==> config.mk <==
export PLATFORM = sky130hd
export DESIGN_NAME = mult_div
export DESIGN_NICKNAME = d
export VERILOG_FILES = /design/src/rtl/mult_div_pkg.sv /design/src/rtl/mult_div_div_step.sv /design/src/rtl/mult_div.sv
export SDC_FILE = /design/constraint.sdc
export NUM_CORES = 1
export LEC_CHECK = 0
export BUFFER_PORTS_ARGS = -buffer_cell sky130_fd_sc_hd__buf_4
export CORE_AREA = 5 5 179 181
export DETAILED_ROUTE_END_ITERATION = 10
export DIE_AREA = 0 0 184 186
export HOLD_SLACK_MARGIN = 0.1
export PLACE_DENSITY_LB_ADDON = 0.3
export SLEW_MARGIN = 25
export SYNTH_ARGS = -nofsm -noshare
export SYNTH_HDL_FRONTEND = slang
export SYNTH_HIERARCHICAL = 1
export SYNTH_SLANG_ARGS = --single-unit
==> constraint.sdc <==
create_clock -name clk -period 4.7 [get_ports clk]
set_clock_uncertainty 0.15 [all_clocks]
set_input_delay 0.94 -clock clk [delete_from_list [all_inputs] [get_ports clk]]
set_output_delay 0.94 -clock clk [all_outputs]
set_load 0.1 [all_outputs]
==> src/rtl/mult_div_pkg.sv <==
// Shared constants and encodings for the iterative signed multiply/divide unit.
// Holds the FSM state and op encodings, the iteration count and small two's-complement helpers.
package mult_div_pkg;

    localparam int DATA_W     = 32;
    localparam int ITERATIONS = 32;
    localparam int COUNT_W    = $clog2(ITERATIONS);

    typedef enum logic [1:0] {
        ST_IDLE   = 2'd0,
        ST_RUN    = 2'd1,
        ST_FINISH = 2'd2
    } state_t;

    typedef enum logic {
        OP_MULT = 1'b0,
        OP_DIV  = 1'b1
    } op_t;

    function automatic logic [DATA_W-1:0] neg_val(input logic [DATA_W-1:0] x);
        return ~x + DATA_W'(1);
    endfunction

    // Note that 0x80000000 maps to itself, which is the correct unsigned magnitude.
    function automatic logic [DATA_W-1:0] abs_val(input logic [DATA_W-1:0] x);
        return x[DATA_W-1] ? neg_val(x) : x;
    endfunction

endpackage

==> src/rtl/mult_div_div_step.sv <==
// One restoring-division step on unsigned magnitudes: shift the next dividend bit into the
// remainder, trial-subtract the divisor and shift the resulting quotient bit in.
module div_step
    import mult_div_pkg::*;
(
    input  logic [DATA_W-1:0] rem_in,
    input  logic [DATA_W-1:0] quo_in,
    input  logic [DATA_W-1:0] divisor,
    output logic [DATA_W-1:0] rem_out,
    output logic [DATA_W-1:0] quo_out
);

    logic [DATA_W:0] shifted;
    logic [DATA_W:0] diff;

    // rem_in < divisor, so shifted < 2*divisor and the top bit of diff is a clean borrow flag.
    assign shifted = {rem_in, quo_in[DATA_W-1]};
    assign diff    = shifted - {1'b0, divisor};
    assign rem_out = diff[DATA_W] ? shifted[DATA_W-1:0] : diff[DATA_W-1:0];
    assign quo_out = {quo_in[DATA_W-2:0], ~diff[DATA_W]};

endmodule

==> src/rtl/mult_div.sv <==
// Iterative signed multiply (radix-2 Booth) and divide (restoring) unit, 32 iterations per op.
// hi/lo hold the last result; done pulses for one cycle at completion.
module mult_div
    import mult_div_pkg::*;
(
    input  logic              clk,
    input  logic              reset,
    input  logic              mult_start,
    input  logic              div_start,
    input  logic [DATA_W-1:0] a,
    input  logic [DATA_W-1:0] b,
    output logic [DATA_W-1:0] hi,
    output logic [DATA_W-1:0] lo,
    output logic              busy,
    output logic              done,
    output logic              div_zero
);

    state_t               state_reg, state_next;
    op_t                  op_reg;
    logic [COUNT_W-1:0]   count_reg;
    logic [2*DATA_W:0]    booth_reg;
    logic [DATA_W-1:0]    mcand_reg;
    logic [DATA_W-1:0]    rem_reg, quo_reg, divisor_reg;
    logic                 neg_quo_reg, neg_rem_reg, dz_pending_reg;
    logic [DATA_W-1:0]    hi_reg, lo_reg;
    logic                 done_reg, div_zero_reg;

    logic [DATA_W-1:0]    acc;
    logic [DATA_W:0]      acc_sum;
    logic [2*DATA_W:0]    booth_next;
    logic [DATA_W-1:0]    rem_step, quo_step;
    logic [DATA_W-1:0]    quo_signed, rem_signed;

    always_comb begin
        state_next = state_reg;
        case (state_reg)
            ST_IDLE: begin
                if (mult_start)
                    state_next = ST_RUN;
                else if (div_start)
                    state_next = (b == '0) ? ST_FINISH : ST_RUN;
            end
            ST_RUN: begin
                if (count_reg == COUNT_W'(ITERATIONS - 1))
                    state_next = ST_FINISH;
            end
            ST_FINISH: state_next = ST_IDLE;
            default:   state_next = ST_IDLE;
        endcase
    end

    // The add is done one bit wider so that -(-2^31) does not overflow before the shift.
    always_comb begin
        acc = booth_reg[2*DATA_W:DATA_W+1];
        case (booth_reg[1:0])
            2'b01:   acc_sum = {acc[DATA_W-1], acc} + {mcand_reg[DATA_W-1], mcand_reg};
            2'b10:   acc_sum = {acc[DATA_W-1], acc} - {mcand_reg[DATA_W-1], mcand_reg};
            default: acc_sum = {acc[DATA_W-1], acc};
        endcase
        booth_next = {acc_sum, booth_reg[DATA_W:1]};
    end

    div_step u_div_step (
        .rem_in  (rem_reg),
        .quo_in  (quo_reg),
        .divisor (divisor_reg),
        .rem_out (rem_step),
        .quo_out (quo_step)
    );

    assign quo_signed = neg_quo_reg ? neg_val(quo_reg) : quo_reg;
    assign rem_signed = neg_rem_reg ? neg_val(rem_reg) : rem_reg;

    always_ff @(posedge clk) begin
        if (reset) begin
            state_reg      <= ST_IDLE;
            op_reg         <= OP_MULT;
            count_reg      <= '0;
            booth_reg      <= '0;
            mcand_reg      <= '0;
            rem_reg        <= '0;
            quo_reg        <= '0;
            divisor_reg    <= '0;
            neg_quo_reg    <= 1'b0;
            neg_rem_reg    <= 1'b0;
            dz_pending_reg <= 1'b0;
            hi_reg         <= '0;
            lo_reg         <= '0;
            done_reg       <= 1'b0;
            div_zero_reg   <= 1'b0;
        end else begin
            state_reg    <= state_next;
            done_reg     <= 1'b0;
            div_zero_reg <= 1'b0;
            case (state_reg)
                ST_IDLE: begin
                    count_reg <= '0;
                    if (mult_start) begin
                        op_reg         <= OP_MULT;
                        mcand_reg      <= a;
                        booth_reg      <= {{DATA_W{1'b0}}, b, 1'b0};
                        dz_pending_reg <= 1'b0;
                    end else if (div_start) begin
                        op_reg         <= OP_DIV;
                        rem_reg        <= '0;
                        quo_reg        <= abs_val(a);
                        divisor_reg    <= abs_val(b);
                        neg_quo_reg    <= a[DATA_W-1] ^ b[DATA_W-1];
                        neg_rem_reg    <= a[DATA_W-1];
                        dz_pending_reg <= (b == '0);
                    end
                end
                ST_RUN: begin
                    count_reg <= count_reg + COUNT_W'(1);
                    if (op_reg == OP_MULT) begin
                        booth_reg <= booth_next;
                    end else begin
                        rem_reg <= rem_step;
                        quo_reg <= quo_step;
                    end
                end
                ST_FINISH: begin
                    done_reg <= 1'b1;
                    if (dz_pending_reg) begin
                        div_zero_reg <= 1'b1;
                    end else if (op_reg == OP_MULT) begin
                        hi_reg <= booth_reg[2*DATA_W:DATA_W+1];
                        lo_reg <= booth_reg[DATA_W:1];
                    end else begin
                        hi_reg <= rem_signed;
                        lo_reg <= quo_signed;
                    end
                end
                default: ;
            endcase
        end
    end

    assign hi       = hi_reg;
    assign lo       = lo_reg;
    assign busy     = (state_reg != ST_IDLE);
    assign done     = done_reg;
    assign div_zero = div_zero_reg;

endmodule

==> results.cfg, run 1 <==
[clock_tree]
hold_buffers = 0
clk_path_buf_depth = 3
cts_resized = 0
path_clk_slew_ns = 0.06
cts_root_buf = clkbuf_16
cts_tree = done
postCtsSetupBuffers = 0
numCtsBuffers = 30
cts.htree.levels = 1
clock_latency_ns = 0.58
cts.sinks = 270

[synthesis]
avgSynthCellArea_um2 = 7.568
yosysMostFrequentCell = nor2_1
ys_ff_latch = 270
synth_edf_count = 0
synth_fp_nets = 2532
synth.distinct_cells = 72
ys.flop_type = dfxtp_1
async_reset_ff_share_pct = 0
synth_common_cells = 319 x nor2_1, 289 x nand2_1, 270 x dfxtp_1, 234 x a21oi_1, 142 x clkbuf_1
synth_area_leaders = dfxtp_1 30%, nor2_1 6.6%, a21oi_1 6.5%
yosys.area.top_type = dfxtp_1
synth_area_um2 = 18090
synth_top_area_share_pct = 29.88
syn-instance-count = 2390
yosys_warnings = 6
yosysSeqAreaShare_pct = 29.88

[layout]
diodes = 0
nets = 2542
ff_latch_area_um2 = 5409
fin_area_um2 = 20120
largest_reg_flops = 65
multi_input_area_um2 = 11610
final.fill_count = 2606
syn_to_final_growth_pct = 11.21
drive_above_1_share_pct = 11.39

[setup_path]
r2r_slack_ns = 0.33
crit_path_max_fanout = 7
r2r_end = booth_reg[59]
crit_end = booth_reg[59]
worstSetupEndpointType = flip-flop
worstPathArrival_ns = 4.68
ff2ff_path_depth = 16
startpoint_type = flip-flop
crit_start = mcand_reg[0]
critPathRequiredTime_ns = 5.01
critPathKind = flip-flop to flip-flop
crit-reg2reg-launch = mcand_reg[0]

[outcome]
outcome = complete, no violations

[power]
p_total_mw = 6.967
leakage_nw = 7.970
power_density_nw_per_um2 = 346.3
ir_drop_mv = 0.2889

[route]
wl_um = 54270
vias = 17610
ant_nets = 0
wire_per_inst_um = 19.24
drt_iter0_markers = 1604
route.detailed.drc = 0
drt-pass1-iter-count = 5
viasPerCell = 6.243

[timing]
period_share_pct = 92.94
fmax_ghz = 0.2289
slew_headroom_pct = 29.74
worst_pin_slew_ns = 1.054
setup_viol = 0
finalHoldViolCount = 0
rsz0062_at_grt = no
drv_slew = 0
min_period_ns = 4.368
finalSetupTns_ns = 0

[placement]
port_buffers = 134
place_hpwl_um = 39890
gp_congestion = 0.9687
place_area_um2 = 19020

[floorplan]
die_h_um = 186
core_area_um2 = 30270
die_area_um2 = 34220
boundaryPins = 135
rows = 64
start_util_pct = 59.76
fp.dieW_um = 184

[hold_path]
hold_path.class = flip-flop to flip-flop

[global_routing]
antenna_found_initial = 0
grt_max_degree = 149
first_global_vias = 16240
overflow = 0
grt_pass1_wl_um = 86300
grt_usage_pct = 30.48

[run]
drv_cap = 0
-- worst max-delay path, cell delays in order (launching register included) --
cell,delay [ns]
dfxtp_1,0.34
or4_1,0.62
nor2_1,0.20
nand2_1,0.14
nor3_1,0.26
nand2_1,0.08
nor2_1,0.23
a21oi_1,0.13
xnor2_1,0.24
ha_1,0.36
nor2b_1,0.16
o21ai_0,0.14
nand2b_1,0.09
a2111oi_0,0.57
nor2_1,0.11
xnor2_1,0.16
a211oi_1,0.25
-- power breakdown --
| part | leakage, nW | switching (mW) | internal [mW] |
|---|---|---|---|
| clock network | 0.523 | 1.01 | 1.53 |
| logic | 5.25 | 1.13 | 0.737 |
| registers | 2.20 | 0.155 | 2.40 |
| total | 7.97 | 2.29 | 4.67 |
-- cell usage in the layout, fill, tap and decap left out, types with 72 or more instances in the layout --
cell	n
nor2_1	317
o21ai_0	88
nand2_1	289
buf_4	163
ha_1	72
xor2_1	117
dfxtp_1	269
xnor2_1	77
a21oi_1	233
a211oi_1	105
-- through the flow --
| stage | util (%) | std cells | setup WS (ns) | hold WS [ns] |
|---|---|---|---|---|
| 2_1_floorplan | - | 2390 | 0.8846 | 0.2819 |
| 3_3_place_gp | 62.83 | 2763 | 0.5793 | 0.2957 |
| 3_5_place_dp | 62.83 | 2763 | 0.4395 | 0.2970 |
| 4_1_cts | 66.39 | 2819 | 0.3845 | 0.3035 |
| 5_1_grt | 66.46 | 2820 | 0.02402 | 0.3418 |
| 6_report | 66.46 | 2820 | 0.3318 | 0.3059 |
-- how the worst min path moves through the flow --
stage,slack [ns],end,depth (start not counted),startpoint
after floorplan,0.28,divisor_reg[22],2,divisor_reg[22]
after global placement,0.30,lo[24],2,lo[24]
after detailed placement,0.30,divisor_reg[22],2,divisor_reg[22]
after CTS,0.30,divisor_reg[22],2,divisor_reg[22]
after global routing,0.34,lo[24],2,lo[24]
final,0.31,divisor_reg[22],2,divisor_reg[22]
-- kinds of logic after synthesis --
kind of cell               Yosys count  share of synthesized area, %
AOI/OAI and AO/OA                  694                         25.02
xor gates and xnor gates           195                         9.484
adders and majority gates           74                         5.202
buffers and inverters              259                         6.253
DFF                                270                         29.88
muxes                               40                         2.954
and+or+nand+nor                    858                         21.20
-- area by class of cell --
| class | count | share of cell area, % |
|---|---|---|
| Inverter | 72 | 1.344 |
| Multi-Input combinational cell | 1861 | 57.70 |
| Clock buffer | 41 | 4.186 |
| Clock inverter | 15 | 1.163 |
| Sequential cell | 270 | 26.89 |
| Tap cell | 396 | 2.463 |
| Timing Repair Buffer | 165 | 6.251 |
-- per-layer routing --
layer | up-vias | global-route usage [%] | share of wire (%)
met1 | 8263 | 41.40 | 43
met5 | - | 0 | 0
li1 | 8530 | - | -
met3 | 109 | 4.006 | 7.0
met4 | 0 | 8.725 | 3.1
met2 | 704 | 51.04 | 47
No activity file was read; power rests on OpenSTA's default activity.
==> run 2: changes to the inputs <==
--- a/config.mk
+++ b/config.mk
@@ -5,10 +5,11 @@
 export SDC_FILE = /design/constraint.sdc
 export NUM_CORES = 1
 export LEC_CHECK = 0
+export ABC_AREA = 1
 export BUFFER_PORTS_ARGS = -buffer_cell sky130_fd_sc_hd__buf_4
-export CORE_AREA = 5 5 179 181
+export CORE_AREA = 5 5 192 194
 export DETAILED_ROUTE_END_ITERATION = 10
-export DIE_AREA = 0 0 184 186
+export DIE_AREA = 0 0 197 199
 export HOLD_SLACK_MARGIN = 0.1
 export PLACE_DENSITY_LB_ADDON = 0.3
 export SLEW_MARGIN = 25
==> run 2 against run 1 <==
Net effect:
- total power increased by 28%
- worst setup slack improved by 0.64 ns
- non-clock buffer count decreased by 12
- critical path depth unchanged
- clock power decreased by 3%
- critical path type unchanged
- critical endpoint is now booth_reg[60]
- largest cell class unchanged
- highest routed layer unchanged
==> results.cfg, run 2 <==
[outcome]
outcome = complete, no violations

[global_routing]
grt_pass1_wl_um = 104000
antenna_found_initial = 1
overflow = 0
grt_usage_pct = 32.05
grt_max_degree = 169
first_global_vias = 20440

[timing]
rsz0062_at_grt = no
finalHoldViolCount = 0
min_period_ns = 3.733
worst_pin_slew_ns = 1.056
finalSetupTns_ns = 0
period_share_pct = 79.43
setup_viol = 0
fmax_ghz = 0.2679
final.setup.worst_slack_ns = 0.9670
drv_slew = 0
slew_headroom_pct = 28.87

[synthesis]
synth_edf_count = 0
synth_area_leaders = dfxtp_1 26%, nand2_1 20%, inv_1 8.4%
yosysSeqAreaShare_pct = 25.70
ys_ff_latch = 270
ys.flop_type = dfxtp_1
synth_top_area_share_pct = 25.70
syn-instance-count = 3609
avgSynthCellArea_um2 = 5.827
async_reset_ff_share_pct = 0
synth_common_cells = 1097 x nand2_1, 470 x inv_1, 411 x nor2_1, 337 x a21oi_1, 270 x dfxtp_1
yosysMostFrequentCell = nand2_1
synth_area_um2 = 21030
synth.distinct_cells = 45
yosys_warnings = 6
yosys.area.top_type = dfxtp_1
synth_fp_nets = 3751

[placement]
port_buffers = 134
place_hpwl_um = 49280
gp_congestion = 1.022
pre_cts_ws_ns = 1.059

[route]
met1_length_um = 28250
ant_nets = 0
drt-pass1-iter-count = 8
viasPerCell = 5.564
dr.max_layer_used = met4
wl_um = 65020
vias = 22830
wire_per_inst_um = 15.84
routed-wl-met2_um = 28170
drt_iter0_markers = 2110
route.detailed.drc = 0
wl_met3_um = 5758

[clock_tree]
cts_tree = done
cts_root_buf = clkbuf_16
clock_latency_ns = 0.59
cts.sinks = 270
cts_resized = 0
cts.htree.levels = 1
postCtsSetupBuffers = 0
path_clk_slew_ns = 0.06
numCtsBuffers = 30
clk_path_buf_depth = 3
hold_buffers = 0

[setup_path]
cp_top_family = simple AND/OR/NAND/NOR gates
critPathBufInv = 2
crit_path_max_fanout = 18
startpoint_type = flip-flop
cpPeakStageDelay_ns = 0.58
worstSetupEndpointType = flip-flop
critPathMostFrequentCell = nand2_1
worstPathArrival_ns = 4.01
critPathRequiredTime_ns = 4.98
path_cells = ha_1 -> inv_1 -> nand2_1 -> o21a_1 -> o21ai_0 -> xnor2_1 -> ha_1 -> nand2_1 -> nor2_1 -> inv_1 -> nor3_1 -> nand2_1 -> nand3_1 -> nand3_1 -> nand2_1 -> a21oi_1
critPathKind = flip-flop to flip-flop
critPathSlowestCell = ha_1

[layout]
layout_commonest_cell = nand2_1
drive_above_1_share_pct = 6.672
layout_common_cells = 1097 x nand2_1, 468 x inv_1, 410 x nor2_1, 337 x a21oi_1, 269 x dfxtp_1
syn_to_final_growth_pct = 9.102
nets = 3760
largest_reg_flops = 65

[floorplan]
fp.dieW_um = 197
die_h_um = 199
start_util_pct = 60.00
boundaryPins = 135
rows = 69
core_area_um2 = 35050
die_area_um2 = 39200

[run]
drv_cap = 0

[power]
power_density_nw_per_um2 = 389.9
ir_drop_mv = 0.3292
leakage_nw = 11.02

[hold_path]
hold_path.class = flip-flop to flip-flop
[run 2: cell types whose count changed after synthesis, sizes merged, moves of 37 or more]
cell,delta
nand2,+821
inv,+406
nand3,+138
o21ai,+112
a21oi,+105
nor2,+95
a211oi,-74
xnor2,-57
xor2,-39
a311oi,-37
[run 2: layout make-up]
type | count | area, um^2
Antenna cell | 1 | 2.502
Tap cell | 461 | 576.8
Timing Repair Buffer | 153 | 1161
Fill cell | 3421 | 12110
Sequential cell | 270 | 5406
Inverter | 480 | 1804
Clock buffer | 38 | 830.8
Multi-Input combinational cell | 2683 | 12970
Clock inverter | 18 | 192.7
[run 2: metal layers]
layer  track usage (%)  up-vias
li1                  -    11550
met1             43.70    10130
met2             50.37      971
met3             5.877      178
met4             12.92        0
met5                 0        -
[run 2: cells by family (layout without fill, tap and decap cells)]
| family | Yosys count | count (layout) | synth area share, % |
|---|---|---|---|
| other | 0 | 1 | 0 |
| adder cells (fa/ha/maj) | 74 | 74 | 4.474 |
| flip-flops | 270 | 270 | 25.70 |
| AO/OA/AOI/OAI | 680 | 680 | 17.78 |
| buffers and inverters | 656 | 689 | 12.69 |
| XOR/XNOR | 99 | 99 | 4.123 |
| AND/OR/NAND/NOR | 1830 | 1830 | 35.23 |
[run 2: through the flow]
step	hold WS (ns)	total power [mW]	cell area (um^2)	util [%]	cells
floorplan	0.2906	5.617	21030	-	3609
global placement	0.3003	6.397	21920	62.54	4047
detailed placement	0.3078	6.433	21920	62.54	4047
CTS	0.3175	8.882	22940	65.46	4103
global route	0.3401	9.560	22940	65.46	4103
finish	0.3173	8.947	22950	65.46	4104
[run 2: path summary, 6_finish.rpt]
path	start	endpoint	slack, ns	cells after the start
worst max register to register	booth_reg[1]	booth_reg[60]	0.97	16
worst max-delay path	booth_reg[1]	booth_reg[60]	0.97	16
worst min register to register	hi[26]	hi[26]	0.32	2
worst min-delay path	hi[26]	hi[26]	0.32	2
[run 2: worst min-delay path, cell delays in order (launching register included)]
cell and delay [ns]:
dfxtp_1 0.31, nand2_1 0.06, a21oi_1 0.06
[run 2: power by group]
part	leakage [nW]	total [mW]	switching (mW)	internal [mW]
Sequential	2.21	2.75	0.256	2.50
Clock	0.495	2.46	1.04	1.42
Combinational	8.32	3.73	2.55	1.18
Total	11.0	8.95	3.85	5.09
